$ cat config.mk
export PLATFORM = sky130hd
export DESIGN_NAME = video_fetch_flat
export DESIGN_NICKNAME = d
export VERILOG_FILES = /design/src/rtl/video_fetch_if.sv /design/src/rtl/video_fetch.sv /design/src/flat_wrapper.sv
export SDC_FILE = /design/constraint.sdc
export NUM_CORES = 1
export LEC_CHECK = 0
export BUFFER_PORTS_ARGS = -buffer_cell sky130_fd_sc_hd__buf_2
export CORE_ASPECT_RATIO = 0.8
export CORE_MARGIN = 2
export CORE_UTILIZATION = 30
export CTS_CLUSTER_DIAMETER = 50
export DETAILED_ROUTE_END_ITERATION = 12
export PLACE_DENSITY_LB_ADDON = 0.3
export SLEW_MARGIN = 30
export SYNTH_ARGS = -nofsm -noshare
export SYNTH_HDL_FRONTEND = slang
export SYNTH_SLANG_ARGS = --single-unit
$ cat constraint.sdc
create_clock -name clk -period 7.2 [get_ports clk]
set_clock_uncertainty 0.15 [all_clocks]
set_input_delay 1.44 -clock clk [delete_from_list [all_inputs] [get_ports clk]]
set_output_delay 1.44 -clock clk [all_outputs]
set_load 0.005 [all_outputs]
$ cat src/rtl/video_fetch_if.sv
// rtl/video_fetch_if.sv - burst read port between the frame fetcher and the SDRAM arbiter
interface video_fetch_if #(
    parameter int ADDR_W = 24
);
    logic              mem_req;
    logic [ADDR_W-1:0] mem_addr;
    logic              mem_ack;
    logic [31:0]       mem_rdata;
    logic              mem_rvalid;

    modport master (
        output mem_req,
        output mem_addr,
        input  mem_ack,
        input  mem_rdata,
        input  mem_rvalid
    );

    modport slave (
        input  mem_req,
        input  mem_addr,
        output mem_ack,
        output mem_rdata,
        output mem_rvalid
    );
endinterface

$ cat src/rtl/video_fetch.sv
// rtl/video_fetch.sv - show-ahead prefetch FIFO serving scan-out words, refilled by fixed bursts
module video_fetch #(
    parameter int ADDR_W      = 24,
    parameter int FRAME_WORDS = 153600,
    parameter int FIFO_DEPTH  = 32,
    parameter int BURST       = 8
) (
    input  logic              clk,
    input  logic              reset_n,
    input  logic              frame_sync,
    input  logic [ADDR_W-1:0] fb_base,
    input  logic              vid_req,
    output logic [31:0]       vid_data,
    output logic              underflow,
    video_fetch_if.master     mem
);
    localparam int PTR_W  = $clog2(FIFO_DEPTH);
    localparam int CNT_W  = PTR_W + 1;
    localparam int IDX_W  = $clog2(FRAME_WORDS + BURST) + 1;
    localparam int BEAT_W = (BURST > 1) ? $clog2(BURST) : 1;

    typedef enum logic [1:0] {
        S_IDLE,
        S_REQ,
        S_DATA,
        S_FLUSH
    } state_t;

    state_t              state_q;
    logic                mem_req_q;
    logic [ADDR_W-1:0]   mem_addr_q;
    logic [ADDR_W-1:0]   base_q;
    logic [IDX_W-1:0]    fetch_idx_q;
    logic [BEAT_W-1:0]   beat_q;
    logic                underflow_q;

    logic [31:0]         fifo_mem [FIFO_DEPTH];
    logic [PTR_W-1:0]    rd_ptr_q;
    logic [PTR_W-1:0]    wr_ptr_q;
    logic [CNT_W-1:0]    count_q;

    logic fifo_empty;
    logic push;
    logic pop;
    logic space_ok;
    logic fetch_more;
    logic last_beat;

    assign fifo_empty = (count_q == '0);
    // frame_sync empties the FIFO, so it suppresses both push and pop in its cycle
    assign push       = mem.mem_rvalid && (state_q == S_DATA) && !frame_sync;
    assign pop        = vid_req && !fifo_empty && !frame_sync;
    // Only one burst is ever outstanding, so the live count already accounts for it
    assign space_ok   = (count_q <= CNT_W'(FIFO_DEPTH - BURST));
    assign fetch_more = (fetch_idx_q < IDX_W'(FRAME_WORDS));
    assign last_beat  = (beat_q == BEAT_W'(BURST - 1));

    assign vid_data   = fifo_empty ? 32'h0 : fifo_mem[rd_ptr_q];
    assign underflow  = underflow_q;
    assign mem.mem_req  = mem_req_q;
    assign mem.mem_addr = mem_addr_q;

    always_ff @(posedge clk) begin
        if (push) begin
            fifo_mem[wr_ptr_q] <= mem.mem_rdata;
        end
    end

    always_ff @(posedge clk or negedge reset_n) begin
        if (!reset_n) begin
            rd_ptr_q <= '0;
            wr_ptr_q <= '0;
            count_q  <= '0;
        end else if (frame_sync) begin
            rd_ptr_q <= '0;
            wr_ptr_q <= '0;
            count_q  <= '0;
        end else begin
            if (push) begin
                wr_ptr_q <= wr_ptr_q + 1'b1;
            end
            if (pop) begin
                rd_ptr_q <= rd_ptr_q + 1'b1;
            end
            count_q <= count_q + CNT_W'(push) - CNT_W'(pop);
        end
    end

    always_ff @(posedge clk or negedge reset_n) begin
        if (!reset_n) begin
            state_q     <= S_IDLE;
            mem_req_q   <= 1'b0;
            mem_addr_q  <= '0;
            base_q      <= '0;
            fetch_idx_q <= IDX_W'(FRAME_WORDS);
            beat_q      <= '0;
            underflow_q <= 1'b0;
        end else begin
            if (frame_sync) begin
                base_q      <= fb_base;
                fetch_idx_q <= '0;
                underflow_q <= 1'b0;
            end else if (vid_req && fifo_empty) begin
                underflow_q <= 1'b1;
            end

            case (state_q)
                S_IDLE: begin
                    if (!frame_sync && space_ok && fetch_more) begin
                        mem_req_q  <= 1'b1;
                        mem_addr_q <= base_q + ADDR_W'(fetch_idx_q);
                        state_q    <= S_REQ;
                    end
                end
                S_REQ: begin
                    if (mem.mem_ack) begin
                        mem_req_q <= 1'b0;
                        beat_q    <= '0;
                        if (frame_sync) begin
                            state_q <= S_FLUSH;
                        end else begin
                            fetch_idx_q <= fetch_idx_q + IDX_W'(BURST);
                            state_q     <= S_DATA;
                        end
                    end else if (frame_sync) begin
                        mem_req_q <= 1'b0;
                        state_q   <= S_IDLE;
                    end
                end
                S_DATA, S_FLUSH: begin
                    // The beat count carries over into FLUSH so only the remainder is dropped
                    if (mem.mem_rvalid && last_beat) begin
                        beat_q  <= '0;
                        state_q <= S_IDLE;
                    end else begin
                        if (mem.mem_rvalid) begin
                            beat_q <= beat_q + 1'b1;
                        end
                        if (frame_sync) begin
                            state_q <= S_FLUSH;
                        end
                    end
                end
                default: state_q <= S_IDLE;
            endcase
        end
    end
endmodule

$ cat src/flat_wrapper.sv
// flat-port wrapper written by rule: the top's interface ports become plain ports
module video_fetch_flat 
#(
    parameter int ADDR_W      = 24,
    parameter int FRAME_WORDS = 153600,
    parameter int FIFO_DEPTH  = 32,
    parameter int BURST       = 8
)
  (clk, reset_n, frame_sync, fb_base, vid_req, vid_data, underflow, mem_mem_req, mem_mem_addr, mem_mem_ack, mem_mem_rdata, mem_mem_rvalid);
  video_fetch_if #(.ADDR_W(ADDR_W)) mem_i ();
  input  logic clk;
  input  logic reset_n;
  input  logic frame_sync;
  input  logic [ADDR_W-1:0] fb_base;
  input  logic vid_req;
  output logic [31:0] vid_data;
  output logic underflow;
  output wire logic [$bits(mem_i.mem_req)-1:0] mem_mem_req;
  output wire logic [$bits(mem_i.mem_addr)-1:0] mem_mem_addr;
  input wire logic [$bits(mem_i.mem_ack)-1:0] mem_mem_ack;
  input wire logic [$bits(mem_i.mem_rdata)-1:0] mem_mem_rdata;
  input wire logic [$bits(mem_i.mem_rvalid)-1:0] mem_mem_rvalid;
  assign mem_mem_req = mem_i.mem_req;
  assign mem_mem_addr = mem_i.mem_addr;
  assign mem_i.mem_ack = mem_mem_ack;
  assign mem_i.mem_rdata = mem_mem_rdata;
  assign mem_i.mem_rvalid = mem_mem_rvalid;
  video_fetch #(.ADDR_W(ADDR_W), .FRAME_WORDS(FRAME_WORDS), .FIFO_DEPTH(FIFO_DEPTH), .BURST(BURST)) u_core (.clk(clk), .reset_n(reset_n), .frame_sync(frame_sync), .fb_base(fb_base), .vid_req(vid_req), .vid_data(vid_data), .underflow(underflow), .mem(mem_i));
endmodule
Word-level counts from Yosys, hierarchy flattened
Memory sizes are Yosys's and may differ from the RTL's.
Cells that the tools add are included.
{ "totals": {"ram_bits": 1024, "regBits": 90, "output_inout_bits": 58, "latch_bits": 0, "inputBits": 62, "mem_count": 1, "mem_bits_ro": 0, "word_cells": 80} }
{ "op_classes": {"mul": 0, "shifts": 0, "eq_ne": 9, "mux": 29, "n_addsub": 7, "bitwise": 0, "n_reduce_logical": 22, "order_cmp": 2, "div_mod_pow": 0} }
{ "mem_list": {"columns": ["name", "depth", "width", "read_ports", "rd_ports_with_merged_regs", "write_ports", "line_no", "rtl"], "rows": [
  ["u_core.fifo_mem", 32, 32, 1, 0, 1, "video_fetch.sv:37", "logic [31:0] fifo_mem [FIFO_DEPTH];"]
]} }
{ "op_table": {"columns": ["operator", "count"], "rows": [
  ["19-bit 2-to-1 mux", 4],
  ["32-bit 2-to-1 mux", 1],
  ["24-bit by 19-bit adder with 24-bit output", 1],
  ["5-bit 2-to-1 mux", 4],
  ["19-bit by 4-bit adder with 19-bit output (second input constant)", 1],
  ["19-bit by 18-bit < comparator with 1-bit output (second input constant)", 1],
  ["5-bit by 1-bit adder with 5-bit output (second input constant)", 2],
  ["2-bit 2-to-1 mux", 5],
  ["2-bit nonzero test", 5],
  ["3-bit 2-to-1 mux", 3],
  ["3-bit AND reduction", 3],
  ["1-bit logical AND", 8],
  ["1-bit 2-to-1 mux", 8],
  ["6-bit by 1-bit adder with 6-bit output", 1],
  ["6-bit by 5-bit <= comparator with 1-bit output (second input constant)", 1],
  ["6-bit logical NOT", 1],
  ["6-bit 2-to-1 mux", 1],
  ["3-bit by 2-bit != test with 1-bit output (second input constant)", 2],
  ["2-bit case mux with 3 select lines", 1],
  ["3-bit case mux with 2 select lines", 1],
  ["6-bit by 1-bit subtractor with 6-bit output", 1],
  ["2-bit equality test (second input constant)", 2],
  ["3-bit by 1-bit adder with 3-bit output (second input constant)", 1],
  ["3-bit equality test (second input constant)", 1],
  ["other kinds (9)", 10]
]} }

Logic depth before layout (Yosys ltp)
{ "depth": {"depth_word": 6, "ltp_mapped": 15, "mapped_depth_nobuf": 14} }

Least setup slack after synthesis
OpenSTA, ideal clock, no wires.
{ "synth_timing": {"path_type": "in2reg", "from": "in mem_mem_rvalid", "to": "mem u_core.fifo_mem[1][0] (enable)", "n_path_buf": 0, "stages": 4, "t_required_ns": 6.589, "arrival_ns": 4.378, "slack_ns": 2.211, "setup_time_ns": 0.461, "path_cell_list": "nand2_1 -> nor2_1 -> nand3_1 -> nor3_1"} }
{ "synth_between": {"elab_chain_cells": 4} }
{ "synth_lines": {"columns": ["element", "line_no", "rtl"], "rows": [
  ["from (decl)", "flat_wrapper.sv:22", "input wire logic [$bits(mem_i.mem_rvalid)-1:0] mem_mem_rvalid;"],
  ["1-bit logical AND (2 in series)", "video_fetch.sv:51", "assign push = mem.mem_rvalid && (state_q == S_DATA) && !frame_sync;"],
  ["1-bit 2-to-1 mux", "video_fetch.sv:64", "if (push) begin"],
  ["1-bit 2-to-1 mux (implied by the code)", "video_fetch.sv:65", "fifo_mem[wr_ptr_q] <= mem.mem_rdata;"],
  ["to (decl)", "video_fetch.sv:37", null]
]} }
Every way passes these cells.

Worst setup path after layout
{ "layout_timing": {"from": "reg u_core.rd_ptr_q[0]", "to": "out vid_data[0]"} }
{ "layout_between": {"elab_chain_cells": 2} }
{ "layout_lines": {"columns": ["element", "line_no", "rtl"], "rows": [
  ["from (decl)", "video_fetch.sv:38", "logic [PTR_W-1:0] rd_ptr_q;"],
  ["from (signal assigned)", "video_fetch.sv:83", "rd_ptr_q <= rd_ptr_q + 1'b1;"],
  ["memory read 32 x 32 bit", null, null],
  ["32-bit 2-to-1 mux", "video_fetch.sv:58", "assign vid_data = fifo_empty ? 32'h0 : fifo_mem[rd_ptr_q];"],
  ["to (decl)", "flat_wrapper.sv:16", "output logic [31:0] vid_data;"]
]} }
Every way passes these cells.

==> results_dict.tcl <==
set metrics [dict create \
    worstSkewPairLatency_ns 0.73 \
    gp_congestion 0.775 \
    synth_commonest_cells "edfxtp_1, mux4_2, nor2_1" \
    cts_max_path_buffers 3 \
    syn_nets 2126 \
    grt_max_degree 85 \
    placed_area_sq_um 47300 \
    clock_sinks 1114 \
    cp_max_fo 62 \
    cp.required_ns 5.61 \
    clk_pin_slew_ns 0.06 \
    routed_wl_mm 109 \
    yosys-top-cells-area "edfxtp_1, mux4_2, dfrtp_1" \
    cts_resized 0 \
    fin_crit_ns 5.48 \
    synth-edff-count 1024 \
    nNetsFinal 2322 \
    vias 20985 \
    cts-root-buf "clkbuf_16" \
    rsz0062_at_grt "no" \
    crit_arrival_ns 3.89 \
    reg2regPathDepth 5 \
    synthFlopType "edfxtp_1" \
    design.die.area_sq_um 149000 \
    fin_area_sq_um 51000 \
    grt_pass1_wl_mm 157 \
    hold_buffers 0 \
    worst_setup_path_end_kind "output pin" \
    syn_inst 2025 \
    ys_seq_elements 1114 \
    htreeDepth 3 \
    hold_violations 0 \
    outcome "complete, no violations" \
    first_iter_violations 1946 \
    antenna_found_initial 8 \
    startpoint "u_core.rd_ptr_q[0]" \
    min_period_over_period_pct 76.1 \
    synth_cell_types 51 \
    worst_pin_slew_ns 0.986 \
    firstDrtPassIters 5 \
    via_per_inst 4.97 \
    power.density_nw_per_um2 310 \
    fin_util_pct 35.1 \
    drt-wirelength-per-cell_microns 25.8 \
    yosysMostFrequentCell "edfxtp_1" \
    drive_gt1_share_pct 31.9 \
    syn_area_sq_um 43900 \
    yosysWarnings 0 \
    synth_area_leader_cell "edfxtp_1" \
    syn_area_per_cell_sq_um 21.7 \
    cp-start-kind "register" \
    numCtsBuffers 113 \
    slew_viol_final 0 \
    die_h_microns 346 \
    r2r-start "u_core.state_q[1]" \
    worst_slack_ns 1.72 \
    overflow 0 \
    min_path_type "reg -> reg" \
    io_pins 120 \
    drc_errors 0 \
    initial_core_util_pct 30.2 \
    flow.area_growth_from_synthesis_pct 16.2 \
    synthDominantCellAreaShare_pct 70.1 \
    dp_hpwl_mm 60.2 \
    rrSetupSlack_ns 3.37 \
    core_area_sq_um 145000 \
    num_rows 125 \
    grt_pass1_vias 21982 \
    cts_tree "yes" \
    slew-limit-headroom_pct 34.1 \
    critical_path_class "reg -> out" \
    die-width_microns 432 \
    fmax_mhz 183 \
    peakVddDrop_v 0.000222 \
    setup_tns_ns 0 \
    power_leakage_nw 16.0 \
    ys_seq_area_share_pct 75.2 \
    total_power_mw 15.8 \
    r2r-end "u_core.fifo_mem[7][24]" \
    track_usage_pct 14.5 \
    ant_nets 0 \
    port-buffer-count 119 \
    setup_violations 0 \
    crit_end "vid_data[0]" \
    cts_setup_buffers 0 \
    maxCapViolations 0 \
    ys_async_sr_fraction_pct 8.08 \
    post-place-ws_ns 2.32 \
]
area by class of cell:
cell class,instances,area [sq um]
Tap cell,1905,2380
Sequential cell,1114,33000
Antenna cell,1,2.50
Timing Repair Buffer,180,1240
Clock buffer,135,2940
Fill cell,13376,94100
Inverter,16,60.1
Clock inverter,75,721
Multi-Input combinational cell,796,10600
power breakdown:
group | internal, mW | leakage [nW] | switching, mW
Sequential | 7.19 | 10.3 | 0.151
Clock | 3.25 | 1.80 | 2.52
Combinational | 1.38 | 3.90 | 1.30
Total | 11.8 | 16.0 | 3.97
kinds of logic (layout without fill, tap and decap cells):
family	after synthesis	in the layout	share of synthesized area, %
flip-flops	1114	1114	75.2
AND/OR/NAND/NOR	231	231	2.29
buffers and inverters	115	406	1.09
adder cells (fa/ha/maj)	39	39	1.15
XOR/XNOR	48	48	0.958
AO/OA/AOI/OAI	99	99	1.47
other	0	1	0
multiplexers	379	379	17.8
critical path, cell delays in order (launching register included):
cell	delay (ns)
dfrtp_4	0.94
buf_12	0.50
mux4_2	0.61
mux4_2	0.52
mux2i_1	0.22
nor2_1	0.06
buf_2	0.17
cell usage in the layout, fill, tap and decap left out, types with 16 or more instances in the layout:
master / synthesis / final
edfxtp_1: 1024 / 1024
mux4_2: 320 / 320
buf_2: 32 / 118
clkbuf_16: 0 / 114
nor2_1: 115 / 85
dfrtp_1: 86 / 81
nand2_1: 55 / 55
buf_4: 0 / 49
ha_1: 37 / 37
mux2i_1: 33 / 33
o21ai_0: 32 / 32
xor2_1: 30 / 30
nor2_4: 0 / 30
a21oi_1: 27 / 27
mux2_2: 26 / 26
clkinv_1: 0 / 26
clkinv_2: 0 / 25
clkbuf_1: 53 / 20
xnor2_1: 18 / 18
inv_1: 16 / 16
nand3_1: 16 / 16
registers in the layout, indices dropped and copies added (netlist names):
name,flops
u_core.count_q,6
u_core.base_q,24
u_core.state_q,2
u_core.mem.mem_addr,24
u_core.fetch_idx_q,19
u_core.rd_ptr_q,5
u_core.beat_q,3
u_core.fifo_mem,1024
u_core.underflow,1
u_core.mem.mem_req,1
u_core.wr_ptr_q,5
worst min-delay path by stage:
stage	from	to	slack [ns]	depth (start not counted)
2_1_floorplan	u_core.fetch_idx_q[0]	u_core.fetch_idx_q[0]	0.32	1
3_3_place_gp	u_core.mem.mem_addr[2]	u_core.mem.mem_addr[2]	0.31	2
3_5_place_dp	u_core.mem.mem_addr[13]	u_core.mem.mem_addr[13]	0.32	2
4_1_cts	u_core.mem.mem_addr[13]	u_core.mem.mem_addr[13]	0.34	2
5_1_grt	u_core.mem.mem_addr[3]	u_core.mem.mem_addr[3]	0.37	2
6_report	u_core.mem.mem_addr[13]	u_core.mem.mem_addr[13]	0.33	2
metal layers:
metal	part of all wire (%)	wire, microns	global-route usage, %	up-vias
li1	-	-	-	8783
met1	44	47900	20.4	11366
met2	48	51900	23.1	671
met3	6.0	6530	2.79	163
met4	2.4	2640	4.07	2
met5	0.0092	10	0	-
per-stage QoR:
step	std cells	hold WS (ns)
final	4222	0.332
after global routing	4222	0.368
after CTS	4219	0.339
after detailed placement	4009	0.324
after global placement	4006	0.311
after floorplan	2025	0.321
Power figures use the tool's default switching activity.
